**src/rtl/tetris_pkg.sv**
```systemverilog
// Shared definitions for the falling-piece logic: move encodings, scanner states
// and default playfield / piece dimensions.
package tetris_pkg;

    localparam int DEFAULT_FIELD_W = 10;
    localparam int DEFAULT_FIELD_H = 10;
    localparam int DEFAULT_BLK     = 3;

    typedef enum logic [1:0] {
        MODE_DOWN  = 2'b00,
        MODE_LEFT  = 2'b01,
        MODE_RIGHT = 2'b10,
        MODE_PROBE = 2'b11
    } mode_t;

    typedef enum logic [1:0] {
        IDLE,
        SCAN,
        DONE
    } state_t;

endpackage

```
**src/rtl/piece_collision_scanner_cell_probe.sv**
```systemverilog
// Combinational test of one displaced piece cell against the field edges and
// the occupancy map.
module cell_probe
    import tetris_pkg::*;
#(
    parameter int FIELD_W = DEFAULT_FIELD_W,
    parameter int FIELD_H = DEFAULT_FIELD_H,
    parameter int BLK     = DEFAULT_BLK,
    parameter int COORD_W = 4,
    localparam int RC_W   = (BLK > 1) ? $clog2(BLK) : 1
) (
    input  logic [COORD_W-1:0]         blockX,
    input  logic [COORD_W-1:0]         blockY,
    input  logic [RC_W-1:0]            r,
    input  logic [RC_W-1:0]            c,
    input  logic signed [1:0]          dx,
    input  logic signed [1:0]          dy,
    input  logic [FIELD_W*FIELD_H-1:0] field,
    output logic                       out_of_bounds,
    output logic                       occupied
);

    localparam int TW = COORD_W + 2;
    localparam int IW = $clog2(FIELD_W * FIELD_H);

    logic signed [TW-1:0] tx;
    logic signed [TW-1:0] ty;
    logic [IW-1:0]        lin;

    // Two guard bits keep a step off the left edge (-1) distinguishable from a large column.
    assign tx = TW'(blockX) + TW'(c) + TW'(dx);
    assign ty = TW'(blockY) + TW'(r) + TW'(dy);

    assign out_of_bounds = tx[TW-1] || ty[TW-1]
                        || (tx >= $signed(TW'(FIELD_W)))
                        || (ty >= $signed(TW'(FIELD_H)));

    assign lin = IW'(ty[TW-2:0]) * IW'(FIELD_W) + IW'(tx[TW-2:0]);

    always_comb begin
        occupied = 1'b0;
        if (!out_of_bounds) begin
            occupied = field[lin];
        end
    end

endmodule

```
**src/rtl/piece_collision_scanner.sv**
```systemverilog
// Sequential collision checker: walks the latched piece mask one cell per cycle
// and stops at the first cell that would leave the field or hit an occupied cell.
module piece_collision_scanner
    import tetris_pkg::*;
#(
    parameter int FIELD_W = DEFAULT_FIELD_W,
    parameter int FIELD_H = DEFAULT_FIELD_H,
    parameter int BLK     = DEFAULT_BLK,
    parameter int COORD_W = 4,
    localparam int CNT_W  = $clog2(BLK * BLK),
    localparam int RC_W   = (BLK > 1) ? $clog2(BLK) : 1
) (
    input  logic                       clock,
    input  logic                       reset,
    input  logic                       start,
    input  logic [1:0]                 mode,
    input  logic [FIELD_W*FIELD_H-1:0] field,
    input  logic [BLK*BLK-1:0]         block,
    input  logic [COORD_W-1:0]         blockX,
    input  logic [COORD_W-1:0]         blockY,
    output logic                       busy,
    output logic                       done,
    output logic                       collide,
    output logic [CNT_W-1:0]           hit_idx
);

    state_t               state;
    state_t               state_next;
    logic [CNT_W-1:0]     cnt;
    mode_t                mode_q;
    logic [BLK*BLK-1:0]   block_q;
    logic [COORD_W-1:0]   x_q;
    logic [COORD_W-1:0]   y_q;
    logic signed [1:0]    dx;
    logic signed [1:0]    dy;
    logic [RC_W-1:0]      r;
    logic [RC_W-1:0]      c;
    logic                 oob;
    logic                 occ;
    logic                 cell_hit;
    logic                 last_cell;

    assign r = RC_W'(cnt / CNT_W'(BLK));
    assign c = RC_W'(cnt % CNT_W'(BLK));

    always_comb begin
        dx = 2'sd0;
        dy = 2'sd0;
        case (mode_q)
            MODE_DOWN:  dy = 2'sd1;
            MODE_LEFT:  dx = -2'sd1;
            MODE_RIGHT: dx = 2'sd1;
            default:    ;
        endcase
    end

    cell_probe #(
        .FIELD_W (FIELD_W),
        .FIELD_H (FIELD_H),
        .BLK     (BLK),
        .COORD_W (COORD_W)
    ) u_probe (
        .blockX        (x_q),
        .blockY        (y_q),
        .r             (r),
        .c             (c),
        .dx            (dx),
        .dy            (dy),
        .field         (field),
        .out_of_bounds (oob),
        .occupied      (occ)
    );

    // Empty mask positions never collide, so an all-zero mask runs to the last cell.
    assign cell_hit  = block_q[cnt] && (oob || occ);
    assign last_cell = (cnt == CNT_W'(BLK * BLK - 1));

    assign busy = (state != IDLE);
    assign done = (state == DONE);

    always_comb begin
        state_next = state;
        case (state)
            IDLE:    if (start) state_next = SCAN;
            SCAN:    if (cell_hit || last_cell) state_next = DONE;
            DONE:    state_next = IDLE;
            default: state_next = IDLE;
        endcase
    end

    always_ff @(posedge clock or posedge reset) begin
        if (reset) begin
            state <= IDLE;
        end else begin
            state <= state_next;
        end
    end

    // Results only move on the edge that enters DONE and are held otherwise.
    always_ff @(posedge clock or posedge reset) begin
        if (reset) begin
            cnt     <= '0;
            mode_q  <= MODE_DOWN;
            block_q <= '0;
            x_q     <= '0;
            y_q     <= '0;
            collide <= 1'b0;
            hit_idx <= '0;
        end else begin
            case (state)
                IDLE: begin
                    if (start) begin
                        mode_q  <= mode_t'(mode);
                        block_q <= block;
                        x_q     <= blockX;
                        y_q     <= blockY;
                        cnt     <= '0;
                    end
                end
                SCAN: begin
                    if (cell_hit) begin
                        collide <= 1'b1;
                        hit_idx <= cnt;
                    end else if (last_cell) begin
                        collide <= 1'b0;
                        hit_idx <= '0;
                    end else begin
                        cnt <= cnt + CNT_W'(1);
                    end
                end
                default: ;
            endcase
        end
    end

endmodule

```
**config.mk**
```make
export PLATFORM = sky130hd
export DESIGN_NAME = piece_collision_scanner
export DESIGN_NICKNAME = d
export VERILOG_FILES = /design/src/rtl/tetris_pkg.sv /design/src/rtl/piece_collision_scanner_cell_probe.sv /design/src/rtl/piece_collision_scanner.sv
export SDC_FILE = /design/constraint.sdc
export NUM_CORES = 1
export LEC_CHECK = 0
export ABC_CLOCK_PERIOD_IN_PS = 8400
export BUFFER_PORTS_ARGS = -buffer_cell sky130_fd_sc_hd__clkbuf_2
export CAP_MARGIN = 20
export CORE_ASPECT_RATIO = 1.1
export CORE_MARGIN = 2
export CORE_UTILIZATION = 35
export CTS_CLUSTER_DIAMETER = 40
export DETAILED_ROUTE_END_ITERATION = 10
export GPL_TIMING_DRIVEN = 1
export PLACE_DENSITY = 0.61
export SKIP_CTS_REPAIR_TIMING = 1
export SLEW_MARGIN = 20
export SYNTH_ARGS = -nofsm -noshare
export SYNTH_HDL_FRONTEND = slang
export SYNTH_SLANG_ARGS = --single-unit
export TNS_END_PERCENT = 20
```
**constraint.sdc**
```tcl
create_clock -name clock -period 8.4 [get_ports clock]
set_input_delay 0.42 -clock clock [delete_from_list [all_inputs] [get_ports clock]]
set_output_delay 0.42 -clock clock [all_outputs]
set_load 0.01 [all_outputs]
```
After elaboration in Yosys (flattened, before gate mapping)
Index checks and enable logic that the tools add are counted.
Widths: inputs -> output; s select.
{"block": "classes", "n_eq_ne": 9, "n_mux": 18, "n_addsub": 6, "n_mul": 1, "shift": 0, "div": 2, "bitwise": 0, "order_cmp": 4, "n_reduce_logical": 15}
{"operator": "$mux 4", "count": 5}
{"operator": "$ge 6x5->1 const B", "count": 2}
{"operator": "$add 4x2->5", "count": 2}
{"operator": "$lt 7x8->1 const B", "count": 1}
{"operator": "$ne 2x2->1 const B", "count": 4}
{"operator": "$pmux 2 s2", "count": 2}
{"operator": "$pmux 4 s2", "count": 1}
{"operator": "$add 7x5->7", "count": 1}
{"operator": "$bmux 1 s7", "count": 1}
{"operator": "$add 6x1->6", "count": 1}
{"operator": "$add 6x6->6", "count": 1}
{"operator": "$mul 5x3->6 const B", "count": 1}
{"operator": "$mux 1", "count": 6}
{"operator": "$reduce_and 2->1", "count": 3}
{"operator": "$reduce_bool 2->1", "count": 3}
{"operator": "$logic_or 1x1->1", "count": 5}
{"operator": "$lt 4x5->1 const B", "count": 1}
{"operator": "$add 4x1->4 const B", "count": 1}
{"operator": "$bmux 1 s4", "count": 1}
{"operator": "$div 4x2->4 const B", "count": 1}
{"operator": "$eq 2x1->1 const B", "count": 2}
{"operator": "$eq 2x2->1 const B", "count": 2}
{"operator": "$eq 4x4->1 const B", "count": 1}
{"operator": "$logic_not 2->1", "count": 2}
{"operator": "other kinds (4)", "count": 5}
{"block": "word_totals", "ramBits": 0, "wordCells": 63, "out_inout_bits": 7, "input_bits": 122, "n_memories": 0, "romBits": 0, "latch_bits": 0, "reg_bits": 30}

Longest topological paths before layout
Gate-level depths: netlist of the first run.
{"block": "logic_depth", "depth_word": 13, "mapped_depth": 29, "ltp_nobuf": 29}

Modules after synthesis
Synthesis of the first run repeated with hierarchy kept, for this count alone.
{"block": "hier_totals", "cells_unflattened": 270, "hier_area_um2": 3088.0}
{"module": "cell_probe", "cells_each": 144, "area_each_um2": 1594.0, "n_inst": 1, "seq_area_each_um2": 0.0}
{"module": "piece_collision_scanner", "cells_each": 126, "area_each_um2": 1493.9, "n_inst": 1, "seq_area_each_um2": 750.7}

Least setup slack after synthesis of the first run
No wires, ideal clock.
{"block": "synth_path", "path_kind": "register to register", "startpoint": "register cnt[2]", "endpoint": "register cnt[2]", "setup_ns": 0.126, "required_time_ns": 8.274, "stages_incl_launch_ff": 29, "arrival_time_ns": 5.944, "path_slack_ns": 2.330, "n_path_buf": 0, "synth_period_minus_slack_ns": 6.070, "path_cell_list": "dfrtp_1 > inv_1 > nor2_1 > ha_1 > inv_1 > ha_1 > nand2_1 > xnor2_1 > ha_1 > nor2_1 > inv_1 > ha_1 > inv_1 > fa_1 > inv_1 > ha_1 > or4b_2 > o21ai_0 > ha_1 > inv_1 > fa_1 > and3b_1 > a221oi_1 > xnor2_1 > xor2_1 > or3b_1 > o22ai_4 > nor2_4 > a221o_1"}
{"block": "synth_between", "elab_chain_cells": 12, "elab_cells_between_ends": 28, "classes_between": "add/sub (6); mul (1); div (2); order compare (2); eq/ne (3); mux (8); reduce/logical (6)"}
{"element": "from (decl)", "line": "piece_collision_scanner.sv:29", "source": "logic [CNT_W-1:0] cnt;"}
{"element": "from (signal assigned)", "line": "piece_collision_scanner.sv:128", "source": "cnt <= cnt + CNT_W'(1);"}
{"element": "$div 4x2->4", "line": "piece_collision_scanner.sv:43", "source": "assign r = RC_W'(cnt / CNT_W'(BLK));"}
{"element": "$add 4x2->5", "line": "piece_collision_scanner_cell_probe.sv:32", "source": "assign ty = TW'(blockY) + TW'(r) + TW'(dy);"}
{"element": "$add 6x1->6", "line": "piece_collision_scanner_cell_probe.sv:32"}
{"element": "$mul 5x3->6", "line": "piece_collision_scanner_cell_probe.sv:38", "source": "assign lin = IW'(ty[TW-2:0]) * IW'(FIELD_W) + IW'(tx[TW-2:0]);"}
{"element": "$add 7x5->7", "line": "piece_collision_scanner_cell_probe.sv:38"}
{"element": "$bmux 1 s7", "line": "piece_collision_scanner_cell_probe.sv:43", "source": "occupied = field[lin];"}
{"element": "$mux 1 (not written as such)", "line": "piece_collision_scanner_cell_probe.sv:43"}
{"element": "$mux 1", "line": "piece_collision_scanner_cell_probe.sv:42", "source": "if (!out_of_bounds) begin"}
{"element": "$logic_or 1x1->1", "line": "piece_collision_scanner.sv:75", "source": "assign cell_hit = block_q[cnt] && (oob || occ);"}
{"element": "$logic_and 1x1->1", "line": "piece_collision_scanner.sv:75"}
{"element": "$ne 2x2->1 (no source line)"}
{"element": "$reduce_and 4->1 (no source line)"}
Several ways; a longest one is shown, not always the timed one. The select of a mux whose other input is x is not followed.
A chain may end at the register's enable or synchronous reset.

Worst setup path in the final report of the first run
Ends and elaborated chain as after synthesis.

==> results.tsv, run 1 <==
stage	metric	value	unit
status	status	complete, no violations	
setup_path	Crit path max-delay family	adder cells	
synthesis	FFs w/ async S/R, synth	100	%
setup_path	Critical path buffers and inverters	6	
clock_tree	CTS sink cnt	30	
setup_path	endpoint type of the worst setup path	register	
floorplanning	num ports	129	
synthesis	synthesized cell area	3130	µm²
timing	Slew Limit Fails	0	
setup_path	crit path max-delay cell type	fa_1	
setup_path	Crit path largest cell delay	620	ps
synthesis	Yosys warning count	0	
timing	Slew @ Worst Pin	983	ps
timing	fin worst setup slack	1820	ps
setup_path	CP required	8570	ps
finish	fin nets	601	
min_path	min-delay worst type	input port to asynchronous set/reset pin	
global_route	global-route wire length before repair	13.6	mm
detailed_routing	initial detailed-routing violation count	104	
global_route	initial antenna violation count	0	
timing	final setup fails	0	
floorplanning	Die Footprint	9720	µm²
synthesis	Avg Inst Size Synth	9.73	µm²
finish	share of cells above drive strength 1	37.9	%
finish	highest-count cells in the layout ignoring fill and taps	128 x clkbuf_2, 69 x nand2_1, 30 x dfrtp_1	
floorplanning	Core Region	8780	µm²
detailed_routing	via count	2922	
placement	placed inst area	3880	µm²
floorplanning	Chip Height	103	µm
timing	period utilization	78.3	%
detailed_routing	routed len/inst	14.4	µm
finish	P&R area growth vs syn	26.8	%
global_route	vias in the first global route	2991	
placement	Buffers on Ports	128	
finish	commonest non-fill, non-tap cell in the layout	clkbuf_2	
placement	pre-CTS setup slack	1840	ps
floorplanning	Die X	94.2	µm
synthesis	Synth Area in XOR/XNOR	4.75	%
synthesis	largest family of logic cells by synthesized area	multiplexers	
clock_tree	Num CTS Buffers	5	
detailed_routing	antenna-violating nets left	0	
detailed_routing	DRT Wirelength	8.07	mm
floorplanning	Initial Util	35.7	%
clock_tree	Worst-Skew Late Latency	280	ps
timing	Setup TNS	0	ps
synthesis	post-synthesis adder-cell area fraction	14.0	%
synthesis	Yosys reg bits	30	
timing	Hold Vio Cnt, Final	0	
placement	routability cong.	0.875	
finish	filler cell count	888	
synthesis	Main synth FF type	dfrtp_1	
synthesis	Post-synth EDFFs	0	
floorplanning	row count	36	
clock_tree	htree depth	2	
placement	HPWL Detailed	6.69	mm
timing	post-route minimum period	6580	ps
synthesis	Seq/Total Area, Yosys	24.0	%
synthesis	Compound-Gate Fraction of Synth Area	12.4	%
finish	n_diodes	0	
timing	RSZ-0062 raised after global routing	false	
detailed_routing	post-DR vias/cell	5.20	
detailed_routing	residual DRC count	0	
global_route	GRT Total Usage	17.5	%
synthesis	post-synth top area cell	dfrtp_1	
global_route	total gr overflow	0	
timing	Worst slew margin	34.5	%
setup_path	Worst Path Max Fanout	8	
clock_tree	CTS max path bufs	2	
global_route	largest net degree at the start of global routing	31	
setup_path	CP Launch Type	register	
synthesis	mux cell area share after synthesis	22.3	%
setup_path	crit path kind	register to register	
synthesis	Post-Synthesis Cells	322	
timing	worst clock skew	10.8	ps
detailed_routing	Pre-antenna DRT Iters	4	
finish	FF/Latch Area	751	µm²
synthesis	simple-gate share of the synthesized area	17.9	%
clock_tree	clk slew on worst S/H paths	70	ps
clock_tree	Root Driver	clkbuf_8	
finish	Core Util, Final	45.2	%
synthesis	syn_nets	476	
finish	multi-input logic area	2240	µm²
synthesis	Netlist cell types	55	
synthesis	Synth top area share	24.0	%
setup_path	worst endpoint data arrival time	6750	ps
synthesis	largest cells by area after synthesis	dfrtp_1 24%, mux4_2 19%, ha_1 11%	
finish	design area	3970	µm²
clock_tree	CTS tree	built	
timing	Peak Freq	152	MHz
flow_run	Max-cap violations	0	
==> worst min-delay path: stages <==
cell and delay, ps:
clkbuf_2 80, inv_1 40, buf_4 330
==> metrics by stage <==
step,hold slack (ps),instances
floorplan,438,322
global placement,458,554
detailed placement,458,554
CTS,202,562
global route,225,562
finish,178,562
==> routing by layer <==
metal / vias to the layer above / global-route usage [%] / share of wire [%]
met1: 1377 / 22.1 / 42
met2: 102 / 31.8 / 51
met4: 0 / 3.68 / 1.0
li1: 1435 / - / -
met5: - / 0 / 0
met3: 8 / 3.04 / 6.6
==> synth_stat cells, types with 2 or more instances <==
library cell  number
nand2_1           69
dfrtp_1           30
ha_1              27
mux4_2            27
inv_1             25
xnor2_1           14
nor2_1            11
o21ai_0           10
a21o_1             8
mux2i_1            8
nand3_1            8
clkbuf_1           7
a21oi_1            6
fa_1               5
nand4_1            4
o211ai_1           4
a211oi_1           3
a22oi_1            3
nand2b_1           3
nand4b_1           3
xor2_1             3
a221o_1            2
a311o_1            2
and3_1             2
and3b_1            2
buf_1              2
buf_2              2
nor2b_1            2
nor4b_1            2
o2bb2ai_1          2
or2b_1             2
==> worst paths after layout <==
path                       startpoint    endpoint  slack (ps)  cells past startpoint
max in group asynchronous       reset   mode_q[1]        7920                      3
setup / recovery               cnt[2]      cnt[2]        1820                     28
setup reg to reg               cnt[2]      cnt[2]        1820                     28
min in group clock          blockX[3]      x_q[3]         320                      3
hold reg to reg            block_q[2]  block_q[2]         470                      2
hold / removal                  reset      x_q[3]         180                      3
==> logic make-up after synthesis <==
kind of cell               Yosys count
buffers and inverters               37
adders and majority gates           32
DFF                                 30
xor gates and xnor gates            17
AOI/OAI and AO/OA                   52
and+or+nand+nor                    118
muxes                               36
==> registers in the layout, indices dropped and copies added, names as in the netlist <==
signal / count
collide: 1
x_q: 4
state: 2
block_q: 9
y_q: 4
cnt: 4
hit_idx: 4
mode_q: 2
==> area by class of cell <==
type                            instances  area share [%]
Sequential cell                        30            18.9
Clock inverter                          1           0.126
Timing Repair Buffer                  130            16.5
Multi-Input combinational cell        255            56.3
Tap cell                              114            3.59
Inverter                               25            2.36
Clock buffer                            7            2.17
Power of run 1 is left out: the tool's default activity adds up to more than one toggle a clock period on the data nets, which glitch-free logic cannot reach.
==> run 2, diff against run 1 <==
Settings changed: ABC_CLOCK_PERIOD_IN_PS 8400 to 6250.
Clock period 8.4 ns to 6.25 ns, I/O delays scaled along.
==> results.tsv, run 2 (synthesis results as in run 1) <==
stage	metric	value	unit	change
status	status	complete, no violations		unchanged
timing	final setup fails	0		unchanged
placement	HPWL Detailed	6.85	mm	was 6.69 mm
finish	P&R area growth vs syn	32.2	%	was 26.8%
placement	placed inst area	3960	µm²	was 3880 µm²
finish	commonest non-fill, non-tap cell in the layout	clkbuf_2		unchanged
setup_path	worst endpoint data arrival time	6110	ps	was 6750 ps
floorplanning	Initial Util	35.7	%	unchanged
global_route	largest net degree at the start of global routing	31		unchanged
clock_tree	CTS sink cnt	30		unchanged
setup_path	CP Launch Type	register		unchanged
min_path	min-delay worst type	input port to asynchronous set/reset pin		unchanged
setup_path	crit path max-delay cell type	fa_2		was fa_1
clock_tree	Num CTS Buffers	5		unchanged
finish	share of cells above drive strength 1	43.1	%	was 37.9%
placement	routability cong.	0.831		was 0.875
detailed_routing	post-DR vias/cell	5.11		was 5.20
setup_path	RR Startpoint	cnt[2]		unchanged
detailed_routing	via count	2941		was 2922
placement	Buffers on Ports	128		unchanged
clock_tree	clk slew on worst S/H paths	60	ps	was 70 ps
finish	highest-count cells in the layout ignoring fill and taps	128 x clkbuf_2, 68 x nand2_1, 30 x dfrtp_1		was 128 x clkbuf_2, 69 x nand2_1, 30 x dfrtp_1
clock_tree	Root Driver	clkbuf_8		unchanged
setup_path	most frequent CP cell	inv_1		
global_route	GRT Total Usage	17.2	%	was 17.5%
finish	Largest register FFs	9		unchanged
setup_path	r2r worst-path depth	28		unchanged
global_route	initial antenna violation count	0		unchanged
finish	design area	4140	µm²	was 3970 µm²
finish	Core Util, Final	47.2	%	was 45.2%
timing	period utilization	95.3	%	was 78.3%
setup_path	endpoint type of the worst setup path	register		unchanged
timing	Hold Vio Cnt, Final	0		unchanged
clock_tree	CTS tree	built		unchanged
floorplanning	num ports	129		unchanged
detailed_routing	residual DRC count	0		unchanged
clock_tree	CTS max path bufs	2		unchanged
floorplanning	Core Region	8780	µm²	unchanged
detailed_routing	Pre-antenna DRT Iters	4		unchanged
setup_path	crit path kind	register to register		unchanged
finish	FF/Latch Area	751	µm²	unchanged
timing	Slew Limit Fails	0		unchanged
global_route	total gr overflow	0		unchanged
setup_path	reg2reg end	cnt[2]		unchanged
setup_path	CP required	6400	ps	was 8570 ps
flow_run	Max-cap violations	0		unchanged
finish	fin nets	615		was 601
detailed_routing	initial detailed-routing violation count	77		was 104
finish	multi-input logic area	2300	µm²	was 2240 µm²
timing	Worst slew margin	35.3	%	was 34.5%
detailed_routing	routed len/inst	14.3	µm	was 14.4 µm
timing	post-route minimum period	5960	ps	was 6580 ps
floorplanning	row count	36		unchanged
timing	Peak Freq	168	MHz	was 152 MHz
timing	Setup TNS	0	ps	unchanged
floorplanning	Die X	94.2	µm	unchanged
detailed_routing	DRT Wirelength	8.22	mm	was 8.07 mm
detailed_routing	antenna-violating nets left	0		unchanged
clock_tree	htree depth	2		unchanged
floorplanning	Die Footprint	9720	µm²	unchanged
finish	filler cell count	890		was 888
global_route	global-route wire length before repair	13.4	mm	was 13.6 mm
setup_path	R2R Setup Slk	290	ps	was 1820 ps
finish	Largest Register	block_q		unchanged
timing	worst clock skew	7.84	ps	was 10.8 ps
clock_tree	Worst-Skew Late Latency	280	ps	about the same
setup_path	Worst Path Max Fanout	7		was 8
floorplanning	Chip Height	103	µm	unchanged
finish	n_diodes	0		unchanged
timing	Hold WS	85.2	ps	was 178 ps
timing	Slew @ Worst Pin	970	ps	was 983 ps
global_route	vias in the first global route	2898		was 2991
setup_path	Crit path largest cell delay	610	ps	was 620 ps
-- run 2: cell count changes in the layout (fill, tap and decap cells not counted), moves of 2 or more --
cell    previous run  this run
fa_1               5         3
ha_1              27        25
nor2_2             0         2
buf_4              2        16
nor2_1            11         9
fa_2               0         2
-- run 2: per-stage QoR --
stage	setup slack [ps]	instances
2_1_floorplan	180	322
3_3_place_gp	224	565
6_report	292	576
3_5_place_dp	55.4	565
4_1_cts	42.6	573
5_1_grt	-7.23	576
-- run 2: worst max-delay path: cells and delay by family, from the launching register on --
family,cells,cell delay [ps]
buffers and inverters,6,370
flip-flops,1,350
XOR/XNOR,2,300
AO/OA/AOI/OAI,6,1200
AND/OR/NAND/NOR,7,1640
adder cells (fa/ha/maj),7,1990
-- run 2: worst max path at each step --
stage	from	slack [ps]	to	cells past startpoint
after floorplan	cnt[2]	180	cnt[2]	28
after global routing	cnt[2]	-7	cnt[2]	28
after global placement	cnt[2]	220	cnt[2]	28
after detailed placement	cnt[2]	60	cnt[2]	28
final	cnt[2]	290	cnt[2]	28
after CTS	cnt[2]	40	cnt[2]	28
-- run 2: area by class of cell --
class                      count  area share, %
tap                          114           3.44
clock inverter                 1          0.121
timing repair buffer         144           18.4
sequential                    30           18.1
clock buffer                   7           2.08
inverter                      25           2.27
multi-input combinational    255           55.6
-- run 2: metal layers --
metal	routed length (µm)	global-route usage, %	vias up
met3	436	2.03	5
met1	3510	23.0	1373
met4	42	2.90	0
met2	4230	30.7	113
met5	0	0	-
li1	-	-	1450
Power of run 2 is left out for the same reason.
